===== src/rtl/hydra_pkg.sv =====
// Shared constants and types for the ingress page packer.
// Bank states and sealed-page metadata live here.
package hydra_pkg;

  localparam int DATA_W     = 16;
  localparam int PAGE_WORDS = 8;
  localparam int PORT_W     = 4;
  localparam int PRIO_W     = 3;
  localparam int IDX_W      = $clog2(PAGE_WORDS);

  typedef enum logic [1:0] {
    EMPTY,
    FILLING,
    FULL
  } bank_state_t;

  typedef struct packed {
    logic [IDX_W-1:0]  len;
    logic              first;
    logic              last;
    logic [PORT_W-1:0] dest;
    logic [PRIO_W-1:0] prior;
  } page_meta_t;

endpackage


===== src/rtl/page_bank.sv =====
// One page buffer: word array, sealed metadata and fill state.
// Freeing a bank clears its words so short pages read 0 above len.
module page_bank
  import hydra_pkg::*;
(
  input  logic                         clk,
  input  logic                         rst_n,
  input  logic                         wr_i,
  input  logic [IDX_W-1:0]             idx_i,
  input  logic [DATA_W-1:0]            data_i,
  input  logic                         seal_i,
  input  page_meta_t                   meta_i,
  input  logic                         free_i,
  output logic [DATA_W*PAGE_WORDS-1:0] data_o,
  output page_meta_t                   meta_o,
  output bank_state_t                  state_o
);

  logic [DATA_W-1:0] mem_q [PAGE_WORDS];
  page_meta_t        meta_q;
  bank_state_t       state_q;

  // Store words, capture metadata on seal, clear on free
  always_ff @(posedge clk or negedge rst_n) begin
    if (!rst_n) begin
      for (int i = 0; i < PAGE_WORDS; i++) mem_q[i] <= '0;
      meta_q  <= '0;
      state_q <= EMPTY;
    end else if (free_i) begin
      for (int i = 0; i < PAGE_WORDS; i++) mem_q[i] <= '0;
      meta_q  <= '0;
      state_q <= EMPTY;
    end else if (wr_i) begin
      mem_q[idx_i] <= data_i;
      state_q      <= seal_i ? FULL : FILLING;
      if (seal_i) meta_q <= meta_i;
    end
  end

  // Flatten the word array onto the page bus
  always_comb begin
    data_o = '0;
    for (int i = 0; i < PAGE_WORDS; i++)
      data_o[i*DATA_W +: DATA_W] = mem_q[i];
  end

  assign meta_o  = meta_q;
  assign state_o = state_q;

endmodule


===== src/rtl/page_packer.sv =====
// Packs the parser word stream into 8-word tagged pages.
// Two ping-pong banks absorb writer stalls; overflow drops the packet.
module page_packer
  import hydra_pkg::*;
(
  input  logic                         clk,
  input  logic                         rst_n,
  input  logic                         in_vld,
  input  logic [DATA_W-1:0]            in_data,
  input  logic                         in_page_end,
  input  logic                         in_pkt_end,
  input  logic [PORT_W-1:0]            in_dest,
  input  logic [PRIO_W-1:0]            in_prior,
  output logic                         pg_vld,
  input  logic                         pg_rdy,
  output logic [DATA_W*PAGE_WORDS-1:0] pg_data,
  output logic [IDX_W-1:0]             pg_len,
  output logic                         pg_first,
  output logic                         pg_last,
  output logic [PORT_W-1:0]            pg_dest,
  output logic [PRIO_W-1:0]            pg_prior,
  output logic                         drop_err
);

  localparam logic [IDX_W-1:0] LAST_IDX = IDX_W'(PAGE_WORDS-1);

  logic              fill_q, fill_d;
  logic              out_q, out_d;
  logic [IDX_W-1:0]  idx_q, idx_d;
  logic              first_q, first_d;
  logic              drop_q, drop_d;
  logic              derr_q, derr_d;
  logic              vld_q, vld_d;
  logic [PORT_W-1:0] dest_q, dest_d;
  logic [PRIO_W-1:0] prior_q, prior_d;

  logic [DATA_W*PAGE_WORDS-1:0] bdata [2];
  page_meta_t                   bmeta [2];
  bank_state_t                  bst   [2];

  logic              fill_full, xfer, wr, drop_now;
  logic              seal, capt;
  logic [PORT_W-1:0] tag_dest;
  logic [PRIO_W-1:0] tag_prior;
  page_meta_t        meta_w, meta_o;

  // Classify the incoming word: write, seal or drop
  always_comb begin
    fill_full = (bst[fill_q] == FULL);
    xfer      = vld_q && pg_rdy;
    wr        = in_vld && !drop_q && !fill_full;
    drop_now  = in_vld && !drop_q && fill_full;
    seal      = wr && (in_page_end || in_pkt_end ||
                       idx_q == LAST_IDX);
    capt      = first_q && (idx_q == '0);
    tag_dest  = capt ? in_dest : dest_q;
    tag_prior = capt ? in_prior : prior_q;
    meta_w    = '{len:   idx_q,
                  first: first_q,
                  last:  in_pkt_end,
                  dest:  tag_dest,
                  prior: tag_prior};
  end

  // Next-state for pointers, index, tags, drop mode, offer
  always_comb begin
    fill_d  = fill_q;
    out_d   = out_q;
    idx_d   = idx_q;
    first_d = first_q;
    drop_d  = drop_q;
    dest_d  = tag_dest;
    prior_d = tag_prior;
    derr_d  = drop_now;
    if (seal) begin
      fill_d  = ~fill_q;
      idx_d   = '0;
      first_d = in_pkt_end;
    end else if (wr) begin
      idx_d = idx_q + IDX_W'(1);
    end
    if (drop_now) begin
      drop_d  = !in_pkt_end;
      first_d = 1'b1;
    end else if (drop_q && in_vld && in_pkt_end) begin
      drop_d = 1'b0;
    end
    if (xfer) out_d = ~out_q;
    // One idle cycle follows every transfer
    vld_d = !xfer && ((bst[out_q] == FULL) ||
                      (seal && fill_q == out_q));
  end

  // Control state registers
  always_ff @(posedge clk or negedge rst_n) begin
    if (!rst_n) begin
      fill_q  <= 1'b0;
      out_q   <= 1'b0;
      idx_q   <= '0;
      first_q <= 1'b1;
      drop_q  <= 1'b0;
      derr_q  <= 1'b0;
      vld_q   <= 1'b0;
      dest_q  <= '0;
      prior_q <= '0;
    end else begin
      fill_q  <= fill_d;
      out_q   <= out_d;
      idx_q   <= idx_d;
      first_q <= first_d;
      drop_q  <= drop_d;
      derr_q  <= derr_d;
      vld_q   <= vld_d;
      dest_q  <= dest_d;
      prior_q <= prior_d;
    end
  end

  for (genvar g = 0; g < 2; g++) begin : g_bank
    page_bank u_bank (
      .clk     (clk),
      .rst_n   (rst_n),
      .wr_i    (wr && (fill_q == 1'(g))),
      .idx_i   (idx_q),
      .data_i  (in_data),
      .seal_i  (seal),
      .meta_i  (meta_w),
      .free_i  (xfer && (out_q == 1'(g))),
      .data_o  (bdata[g]),
      .meta_o  (bmeta[g]),
      .state_o (bst[g])
    );
  end

  assign meta_o   = bmeta[out_q];
  assign pg_vld   = vld_q;
  assign pg_data  = bdata[out_q];
  assign pg_len   = meta_o.len;
  assign pg_first = meta_o.first;
  assign pg_last  = meta_o.last;
  assign pg_dest  = meta_o.dest;
  assign pg_prior = meta_o.prior;
  assign drop_err = derr_q;

endmodule

===== config.mk =====
export PLATFORM = sky130hd
export DESIGN_NAME = page_packer
export DESIGN_NICKNAME = d
export VERILOG_FILES = /design/src/rtl/hydra_pkg.sv /design/src/rtl/page_bank.sv /design/src/rtl/page_packer.sv
export SDC_FILE = /design/constraint.sdc
export NUM_CORES = 1
export LEC_CHECK = 0
export CAP_MARGIN = 0
export CORE_MARGIN = 8
export CORE_UTILIZATION = 27
export CTS_CLUSTER_DIAMETER = 50
export DETAILED_ROUTE_END_ITERATION = 10
export MAX_ROUTING_LAYER = met4
export PLACE_DENSITY = 0.56
export SLEW_MARGIN = 20
export SYNTH_ARGS = -nofsm -noshare
export SYNTH_HDL_FRONTEND = slang
export SYNTH_SLANG_ARGS = --single-unit
export TNS_END_PERCENT = 1

===== constraint.sdc =====
create_clock -name clk -period 2.2 [get_ports clk]
set_clock_uncertainty 0.15 [all_clocks]
set_input_delay 0.55 -clock clk [delete_from_list [all_inputs] [get_ports clk]]
set_output_delay 0.55 -clock clk [all_outputs]
set_load 0.01 [all_outputs]

==> impl_metrics.yaml <==
power:
  ir_drop_uv: 592
  power_mw: 23.5
  p_per_area_nw_per_um2: 1180
  p_leak_nw: 10.7
setup_path:
  regToRegSetupSlack_ns: 0.10
  required_ns: 1.50
  worst-path-max-fanout: 8
  path_common_cell: "buf_12"
  critical_path.cell_chain: "buf_12 -> buf_12 -> buf_8 -> buf_12 -> mux2_4 -> buf_6"
  path_class: "register to output port"
  endpoint_kind: "output port"
  cp.arrival_ns: 2.06
  max_stage_delay_ns: 0.50
  start_kind: "register"
  reg2reg_from: "out_q"
  ff2ff_path_depth: 8
  reg2reg_to: "g_bank[0].u_bank.data_o[125]"
  slowest_stage: "dfrtp_4"
sta:
  slew_violations: 0
  finalSetupViolations: 140
  max_slew_margin: 0.702
  timing.setup.tns_ns: -59.10
  fmax_ghz: 0.362
  finalCritPeriodShare: 1.26
  hold_viol: 0
  tightest_slew_ns: 0.445
  layout_setup_ws_ns: -0.565
  min_period_ns: 2.76
  grt_setup_unrepaired: "yes"
route:
  drt_iter0_drc: 660
  vias: 10597
  route.detailed.drc: 0
  viasPerCell: 4.73
  postRouteAntennaNets: 0
  totalWireLength_mm: 49.8
  drt_pass1_iterations: 4
  wl_per_cell_um: 22.2
finish:
  post-route-util: 0.378
  design_area_um2: 19900
  layout.nets: 1553
  drive_above_1_share: 0.350
  area_delta_synth_final_pct: 38.3
  final_common_cell: "nand2_1"
  fill_cells: 5088
  seqCellArea_um2: 7510
  multiInputGateArea_um2: 6490
  final_cell_mix: "nand2_1, dfrtp_1, mux2i_1"
placement:
  place_congestion: 0.793
  dp_hpwl_mm: 33.7
  dp_slack_ns: -0.254
  place_area_um2: 18200
  io_buffers: 170
die:
  start_util: 0.273
  die_height_um: 247
  die_width_um: 247
  rows: 84
  core_um2: 52700
  design.die.area_um2: 60900
  ios: 171
synthesis:
  synth_nets: 1256
  synth_sequential_area_ratio: 0.522
  synthSimpleGateAreaFrac: 0.118
  post-synth-top-area-fraction: 0.520
  synth_top_family_by_area: "multiplexers"
  synth_cell_types: 44
  syn_avg_cell_area_um2: 11.8
  synth-compound-area-share: 0.0231
  synth.area.mux_share: 0.301
  synthesis.area_um2: 14400
  ys_seq_elements: 300
  synthXorXnorAreaFrac: 0.000609
  synth-main-ff-cell: "dfrtp_1"
  yosys.area.top_type: "dfrtp_1"
  synth_edf_count: 0
  ys_top_cells_by_area: "dfrtp_1, mux2i_1, mux2_2, nand2_1, nand4_4"
  yosys_warnings: 0
  synthCells: 1224
  synth_async_sr_flop_share: 1.00
  synthAdderAreaFrac: 0.00261
status:
  violations: "negative setup slack"
  status: "complete, but fails checks"
cts:
  clkSlewWorstSetupHoldPaths_ns: 0.05
  htreeDepth: 2
  clock-root-buffer: "clkbuf_16"
  cts_tree: "done"
  cts_made_buffers: 41
  clkSinkCount: 300
  cts_buffer_depth: 3
  clkLatencyLatePin_ns: 0.55
grt:
  grt_max_degree: 71
  grt_pass1_wl_mm: 74.8
  grt.overflow.total: 0
  antenna_found_initial: 4
  grtUsageTotal: 0.166
  grt_pass1_vias: 11417
worst_hold_path:
  min_path_type: "input port to async pin"
run:
  drv_cap: 0
-- through the flow --
stage	hold slack, ns	instances
final	0.350	2242
after global routing	0.359	2242
after CTS	0.336	2211
after detailed placement	0.345	2132
after global placement	0.338	2132
after floorplan	0.104	1224
-- cell families (layout without fill, tap and decap cells) --
group | after synthesis | after routing
AOI/OAI and AO/OA | 45 | 45
xor gates and xnor gates | 1 | 1
adders and majority gates | 3 | 3
buffers and inverters | 102 | 428
DFF | 300 | 300
muxes | 415 | 415
other | 0 | 4
and+or+nand+nor | 358 | 358
-- worst max-delay path by stage --
stage	start	endpoint	cells after the start
2_1_floorplan	out_q	pg_data[100]	4
3_3_place_gp	in_vld	g_bank[0].u_bank.data_o[60]	6
3_5_place_dp	in_vld	g_bank[0].u_bank.data_o[56]	6
4_1_cts	out_q	pg_data[7]	3
5_1_grt	out_q	pg_data[23]	6
6_report	out_q	pg_data[41]	6
-- Yosys cell counts, drive strengths merged, types with 3 or more instances --
| cell type | n |
|---|---|
| nor2b | 3 |
| nand4 | 18 |
| mux2 | 141 |
| mux2i | 274 |
| a41oi | 14 |
| ha | 3 |
| dfrtp | 299 |
| nand2b | 3 |
| clkbuf | 49 |
| nand2 | 309 |
| nor3 | 3 |
| nor2 | 5 |
| a21oi | 6 |
| inv | 11 |
| buf | 41 |
| o21ai | 5 |
| a211oi | 14 |
-- critical path, delay by kind of cell (launching register included) --
family   cells  cell delay, ns
buf+inv      5            0.70
mux          1            0.31
flops        1            0.50
-- registers in the layout, indices dropped and copies added, names as in the netlist --
name                   cells
drop_err                   1
g_bank.u_bank.meta_o      24
first_q                    1
fill_q                     1
out_q                      1
g_bank.u_bank.state_o      4
idx_q                      3
drop_q                     1
g_bank.u_bank.data_o     256
prior_q                    3
pg_vld                     1
dest_q                     4
-- layout make-up --
type                       instances  share of cell area
sequential                       300               0.378
multi-input combinational        822               0.326
timing repair buffer             344               0.181
clock buffer                      57              0.0592
tap                              688              0.0433
clock inverter                    15             0.00912
inverter                          12             0.00227
antenna                            4            0.000503
-- power breakdown --
part	total, mW	internal [mW]	switching, mW	leakage (nW)
clock network	6.66	4.10	2.56	0.664
logic	9.39	4.56	4.83	5.96
registers	7.44	6.75	0.692	4.09
total	23.5	15.4	8.08	10.7
-- what timing repair did --
item	CTS	global route
pin swaps	0	0
gates cloned	0	10
gates resized for setup	454	164
setup endpoints to repair	141	140
endpoints found under the hold margin	32	0
buffers inserted	6	17
hold buffers	1	0
-- layer usage --
| metal | routed length [um] | up-vias | share of wire | global-route usage |
|---|---|---|---|---|
| met5 | 0 | - | 0 | - |
| met4 | 1090 | 0 | 0.022 | 0.0428 |
| met3 | 2710 | 70 | 0.054 | 0.0424 |
| li1 | - | 4850 | - | - |
| met2 | 23300 | 264 | 0.47 | 0.260 |
| met1 | 22700 | 5413 | 0.46 | 0.212 |
No activity file was read; power rests on OpenSTA's default activity.
